<file path="config.mk">
export PLATFORM = sky130hd
export DESIGN_NAME = panel_input_ctrl
export DESIGN_NICKNAME = d
export VERILOG_FILES = /design/src/rtl/panel_input_ctrl.sv
export SDC_FILE = /design/constraint.sdc
export NUM_CORES = 1
export LEC_CHECK = 0
export CAP_MARGIN = 20
export CORE_MARGIN = 2
export CORE_UTILIZATION = 40
export CTS_CLUSTER_SIZE = 40
export DETAILED_ROUTE_END_ITERATION = 12
export HOLD_SLACK_MARGIN = 0.02
export PLACE_DENSITY_LB_ADDON = 0.25
export SLEW_MARGIN = 20
export SYNTH_ARGS = -nofsm -noshare
export SYNTH_HDL_FRONTEND = slang
export SYNTH_SLANG_ARGS = --single-unit
</file>
<file path="constraint.sdc">
create_clock -name clk -period 3.7 [get_ports clk]
set_input_delay 0.37 -clock clk [delete_from_list [all_inputs] [get_ports clk]]
set_output_delay 0.37 -clock clk [all_outputs]
set_load 0.02 [all_outputs]
</file>
<file path="src/rtl/panel_input_ctrl.sv">
// Push-button front end: synchronizes and debounces btn_next/btn_speed and
// turns them into the pattern mode (short step / long-press return) and speed select.
module panel_input_ctrl #(
   parameter int DB_COUNT   = 500000,
   parameter int LONG_COUNT = 50000000,
   parameter int CNT_W      = 26
) (
   input  logic       clk,
   input  logic       reset,
   input  logic       btn_next,
   input  logic       btn_speed,
   output logic [1:0] mode,
   output logic       freq,
   output logic       press_next,
   output logic       press_speed,
   output logic       long_press
);

   generate
      if (CNT_W < $clog2(LONG_COUNT + 1) || CNT_W < $clog2(DB_COUNT + 1)) begin : g_cnt_w_check
         $error("panel_input_ctrl: CNT_W too small for LONG_COUNT/DB_COUNT");
      end
   endgenerate

   localparam logic [CNT_W-1:0] DB_LAST   = CNT_W'(DB_COUNT - 1);
   localparam logic [CNT_W-1:0] LONG_LAST = CNT_W'(LONG_COUNT - 1);
   localparam logic [CNT_W-1:0] LONG_MAX  = CNT_W'(LONG_COUNT);

   typedef enum logic [1:0] {M0, M1, M2, M3} state_t;

   // Channel 0 = next, channel 1 = speed.
   logic [1:0]       btn_raw;
   logic [1:0]       s1_reg;
   logic [1:0]       s2_reg;
   logic [1:0]       db_reg;
   logic [1:0]       db_d_reg;
   logic [1:0]       press_reg;
   logic [1:0]       rise;
   logic [CNT_W-1:0] dc_reg [2];

   logic [CNT_W-1:0] hc_reg;
   logic             long_reg;
   logic             long_evt;
   logic             freq_reg;
   state_t           state_reg;
   state_t           state_next;

   assign btn_raw = {btn_speed, btn_next};

   genvar gi;
   generate
      for (gi = 0; gi < 2; gi++) begin : g_chan
         assign rise[gi] = db_reg[gi] & ~db_d_reg[gi];

         always_ff @(posedge clk or posedge reset) begin
            if (reset) begin
               s1_reg[gi]    <= 1'b0;
               s2_reg[gi]    <= 1'b0;
               db_reg[gi]    <= 1'b0;
               db_d_reg[gi]  <= 1'b0;
               press_reg[gi] <= 1'b0;
               dc_reg[gi]    <= '0;
            end else begin
               s1_reg[gi]    <= btn_raw[gi];
               s2_reg[gi]    <= s1_reg[gi];
               db_d_reg[gi]  <= db_reg[gi];
               press_reg[gi] <= rise[gi];
               // Any return to the current level restarts the stability count.
               if (s2_reg[gi] == db_reg[gi]) begin
                  dc_reg[gi] <= '0;
               end else if (dc_reg[gi] == DB_LAST) begin
                  db_reg[gi] <= s2_reg[gi];
                  dc_reg[gi] <= '0;
               end else begin
                  dc_reg[gi] <= dc_reg[gi] + 1'b1;
               end
            end
         end
      end
   endgenerate

   // Hold counter saturates at LONG_COUNT so a single hold yields one long pulse.
   assign long_evt = db_reg[0] && (hc_reg == LONG_LAST);

   always_ff @(posedge clk or posedge reset) begin
      if (reset) begin
         hc_reg    <= '0;
         long_reg  <= 1'b0;
         freq_reg  <= 1'b0;
         state_reg <= M0;
      end else begin
         if (!db_reg[0]) begin
            hc_reg <= '0;
         end else if (hc_reg != LONG_MAX) begin
            hc_reg <= hc_reg + 1'b1;
         end
         long_reg  <= long_evt;
         state_reg <= state_next;
         if (rise[1]) begin
            freq_reg <= ~freq_reg;
         end
      end
   end

   always_comb begin
      state_next = state_reg;
      if (long_evt) begin
         state_next = M0;
      end else if (rise[0]) begin
         case (state_reg)
            M0:      state_next = M1;
            M1:      state_next = M2;
            M2:      state_next = M3;
            default: state_next = M0;
         endcase
      end
   end

   assign mode        = state_reg;
   assign freq        = freq_reg;
   assign press_next  = press_reg[0];
   assign press_speed = press_reg[1];
   assign long_press  = long_reg;

endmodule

</file>
== Yosys cells after proc, flatten, opt, wreduce, memory -nomap -nowiden ==
Cells that the tools add are included.

* Equal/unequal tests: 9
* Add/sub/neg operators: 3
* Multiplexer cells: 9
* Reductions and logical operators: 5
* Bitwise logic cells: 7

{| class="wikitable"
|+ Operators with widths
! cell !! number
|-
| 2-to-1 mux 26 bit || 6
|-
| adder 26 x 1 -> 26 bit (second input constant) || 3
|-
| equality test 26 x 19 -> 1 bit (second input constant) || 2
|-
| equality test 26 bit (second input constant) || 1
|-
| != test 26 bit (second input constant) || 1
|-
| case mux 2 bit (3 select lines) || 1
|-
| inverter 1 bit || 5
|-
| 2-to-1 mux 2 bit || 2
|-
| AND reduction 2 bit || 2
|-
| AND 1 bit || 2
|-
| equality test 1 bit || 2
|-
| equality test 2 x 1 -> 1 bit (second input constant) || 1
|-
| equality test 2 bit (second input constant) || 1
|-
| zero test 2 bit || 1
|-
| != test 2 x 1 -> 1 bit (second input constant) || 1
|-
| nonzero test 2 bit || 1
|-
| logical AND 1 bit || 1
|}

* Word-level logic and storage cells: 49
* Flip-flop bits (word level): 92
* Bits of input ports: 4
* Output and inout bits: 6

== Depth between registers and ports, before layout ==
* Word-level depth: 4
* Mapped depth: 6
* Depth with buffers taken out: 5

== Least setup slack after synthesis ==
OpenSTA, ideal clock, no wires.

* Path kind: register -> register
* Start: register dc_reg[26] (netlist bit)
* End: register dc_reg[50] (netlist bit)
* Data arrival time: 1.839 ns
* Setup time: 0.078 ns
* Buffers on the path: 1
* Clock period less this slack: 1.917 ns
* Cell stages (with the launch flop): 7
* Data required time: 3.622 ns
* Path slack: 1.783 ns
* Cell sequence: dfrtp_1 ha_1 and4_1 clkbuf_1 nand4_1 or4_1 a21oi_1

* Longest elaborated chain between the ends: 3
* Elaborated cells between the ends (all ways): 4
* Those cells by class: add/sub: 1; eq/ne: 1; mux: 2

{| class="wikitable"
|+ Ends and longest elaborated chain
! what !! RTL line !! RTL
|-
| start: declaration || 39 || <nowiki>logic [CNT_W-1:0] dc_reg [2];</nowiki>
|-
| start signal: indexed assignment || 75 || <nowiki>dc_reg[gi] <= dc_reg[gi] + 1'b1;</nowiki>
|-
| adder 26 x 1 -> 26 bit / equality test 26 x 19 -> 1 bit (equally long branches) || 75, 71 ||
|-
| 2-to-1 mux 26 bit (*) || 71 || <nowiki>end else if (dc_reg[gi] == DB_LAST) begin</nowiki>
|-
| 2-to-1 mux 26 bit (*) || 69 || <nowiki>if (s2_reg[gi] == db_reg[gi]) begin</nowiki>
|}

Mark *: on every way between the ends. The rest lies on a longest branch, timed or not.
A chain may end at the register's enable or synchronous reset.

== Worst setup path after layout ==
Ends and elaborated chain as after synthesis.

==> run summary <==
Total power -> 2.13 mW
Crit path max fanout -> 10
CP Class -> reg -> reg
DIE WIDTH -> 112 um
Yosys top cell by area -> dfrtp_1
Synthesized area per cell -> 9.82 um2
Initial DRC Count -> 254
IO Count -> 10
Starting Density -> 41.0%
Multi-input gate area -> 2160 um2
RSZ-0062 raised after global routing -> no
Simple-gate area share of the yosys netlist -> 27.2%
Synth unique cells -> 40
Skew final -> 0.00973 ns
Leakage -> 2.05 nW
Aggregate global routing overflow -> 0
Yosys warning count -> 0
Largest family of logic cells by synthesized area -> simple AND/OR/NAND/NOR gates
Routed vias -> 3497
Max reg flops -> 52
Met2 usage -> 23.1%
Compound-Gate Fraction of Synth Area -> 7.83%
Max-slew headroom -> 57.5%
Post-synth net total -> 487
WP data arrival -> 2.33 ns
Fin crit share -> 55.4%
Post-Place Setup Slack -> 1.65 ns
Clock Tree Buf Depth -> 2
Synth Area in Adders -> 1.60%
Min Tclk post-route -> 2.05 ns
WHS -> 0.283 ns
Crit path launch type -> flip-flop
Drt wl/cell -> 14.4 um
Pin count of the biggest net entering global routing -> 76
Fmax -> 488 MHz
Antenna cells -> 0
Via density -> 5.60
Root buffer cell -> clkbuf_16
Core area -> 11400 um2
I/O Buffers -> 9
Top-area cell type share of the netlist area -> 49.2%
Grt met3 use -> 4.43%
Max rail drop VDD -> 0.000233 V
Initial antenna violation count -> 0
Area grow syn2layout -> 10.5%
Slew Limit Fails -> 0
FFs w/ async S/R, synth -> 100%
Vias in the first global route -> 3343
Final WL -> 9030 um
Die H -> 112 um
Met1 usage in global routing -> 20.7%
Final setup TNS -> 0 ns
Crit path required time -> 3.98 ns
Setup WS post-layout -> 1.65 ns
H-tree depth -> 3
TritonRoute pass-1 iters -> 4
Max Cap Viol -> 0
Dpl cells -> 609
R2r setup slk -> 1.65 ns
Mapped cell area -> 4680 um2
Num CTS Buffers -> 9
GRT busiest layer -> met2
Post-Syn Instances -> 477
Critical path endpoint category -> flip-flop
Share of layout cells above drive strength 1 -> 5.81%
First-pass GRT wire length -> 15500 um
Drt drc -> 0
Site row count -> 39
Power per cell area -> 412 nW/um2
Hold-fix buffers, CTS -> 0
HPWL Detailed -> 6020 um
Fillers -> 1105
EDFF count, synth -> 0
Reg-to-reg endpoint -> dc_reg[50]$_DFF_PP0_
Xor and xnor area share after synthesis -> 7.86%
Setup crit end -> dc_reg[50]$_DFF_PP0_
Post_cts resized -> 0
Die ar. -> 12600 um2
Sink Count -> 92
FF+latch area -> 2300 um2
Status -> completed
Crit path from -> dc_reg[26]$_DFF_PP0_
FF+latch count, synth -> 92
Main flop type after synthesis -> dfrtp_1
Worst-margin pin slew -> 0.637 ns
Launch point of the worst reg-to-reg path -> dc_reg[26]$_DFF_PP0_
Fin. Hold Viols -> 0
CTS tree -> yes
Total GRT Usage -> 15.1%
Sequential fraction of the synthesis area -> 49.2%
Final setup vio count -> 0
Mux contribution to synthesized area -> 1.76%
Reg clk slew, reported paths -> 0.07 ns
Worst hold path class -> in -> async
Worst Reg-to-Reg Cells -> 5
GP Congestion -> 0.786
Worst-Skew Late Latency -> 0.35 ns
Synth top area cells -> dfrtp_1 49%, xor2_1 5.4%, nor2_1 3.8%
Nets@finish -> 487
Post-CTS setup buffers -> 0
Post-route ant nets -> 0
Non-Filler Instances -> 625
[per-stage QoR]
stage	instance area, um2	util (%)
floorplan	4680	-
CTS	5170	45.3
global route	5170	45.3
finish	5170	45.3
detailed placement	4820	42.3
global placement	4820	42.3
[critical path, stage by stage, from the launching register on]
cell	delay [ns]
dfrtp_1	0.38
ha_1	0.23
and4_1	0.34
nand4_1	0.31
or4_1	0.57
a21oi_1	0.15
[per-layer routing]
metal | part of all wire, % | routed length, um | vias to the layer above
li1 | - | - | 1719
met1 | 48 | 4320 | 1716
met2 | 47 | 4230 | 54
met3 | 4.4 | 393 | 8
met4 | 0.92 | 83 | 0
met5 | 0 | 0 | -
[cells by family after synthesis]
logic type / Yosys count
XOR/XNOR: 42
AND/OR/NAND/NOR: 231
flip-flops: 92
AO/OA/AOI/OAI: 61
adder cells (fa/ha/maj): 6
multiplexers: 8
buffers and inverters: 37
[power breakdown]
part           total [mW]  internal [mW]  switching, mW
combinational      0.0473         0.0128         0.0346
sequential           1.02           1.01        0.00770
clock                1.06          0.678          0.383
[layout by cell type (no fill, tap or decap), types with 10 or more instances in the layout]
master   instances
nand2_1         34
dfrtp_1         92
inv_1           13
and4_1          10
nand4_1         28
nor3_1          10
o31ai_1         15
or3_1           15
xor2_1          29
o21ai_0         14
nor4_1          15
nand3_1         25
xnor2_1         13
or4_1           15
a21oi_1         27
nor2_1          48
[area by class of cell]
class / count / share of cell area [%]
Timing Repair Buffer: 12 / 2.42
Clock buffer: 10 / 4.62
Sequential cell: 92 / 44.5
Tap cell: 143 / 3.46
Inverter: 14 / 1.04
Clock inverter: 6 / 2.15
Multi-Input combinational cell: 348 / 41.8
[synthesized netlist by cell type, types with 9 or more instances]
cell type	instances
dfrtp_1	92
nand3_1	25
or3_1	15
nand4_1	28
nor4_1	15
xor2_1	29
o21ai_0	14
nor2_1	48
or4_1	15
and3_1	9
xnor2_1	13
a21oi_1	27
nand2_1	34
clkbuf_1	13
inv_1	14
nor3_1	10
o31ai_1	15
and4_1	10
[how the worst min path moves through the flow]
stage / to / start / slack, ns
finish: dc_reg[47]$_DFF_PP0_ / reset / 0.28
global route: dc_reg[47]$_DFF_PP0_ / reset / 0.31
CTS: dc_reg[47]$_DFF_PP0_ / reset / 0.29
detailed placement: s2_reg[1]$_DFF_PP0_ / s1_reg[1]$_DFF_PP0_ / 0.34
global placement: s2_reg[1]$_DFF_PP0_ / s1_reg[1]$_DFF_PP0_ / 0.33
floorplan: s2_reg[0]$_DFF_PP0_ / s1_reg[0]$_DFF_PP0_ / 0.33
(Power assumes the default switching activity.)
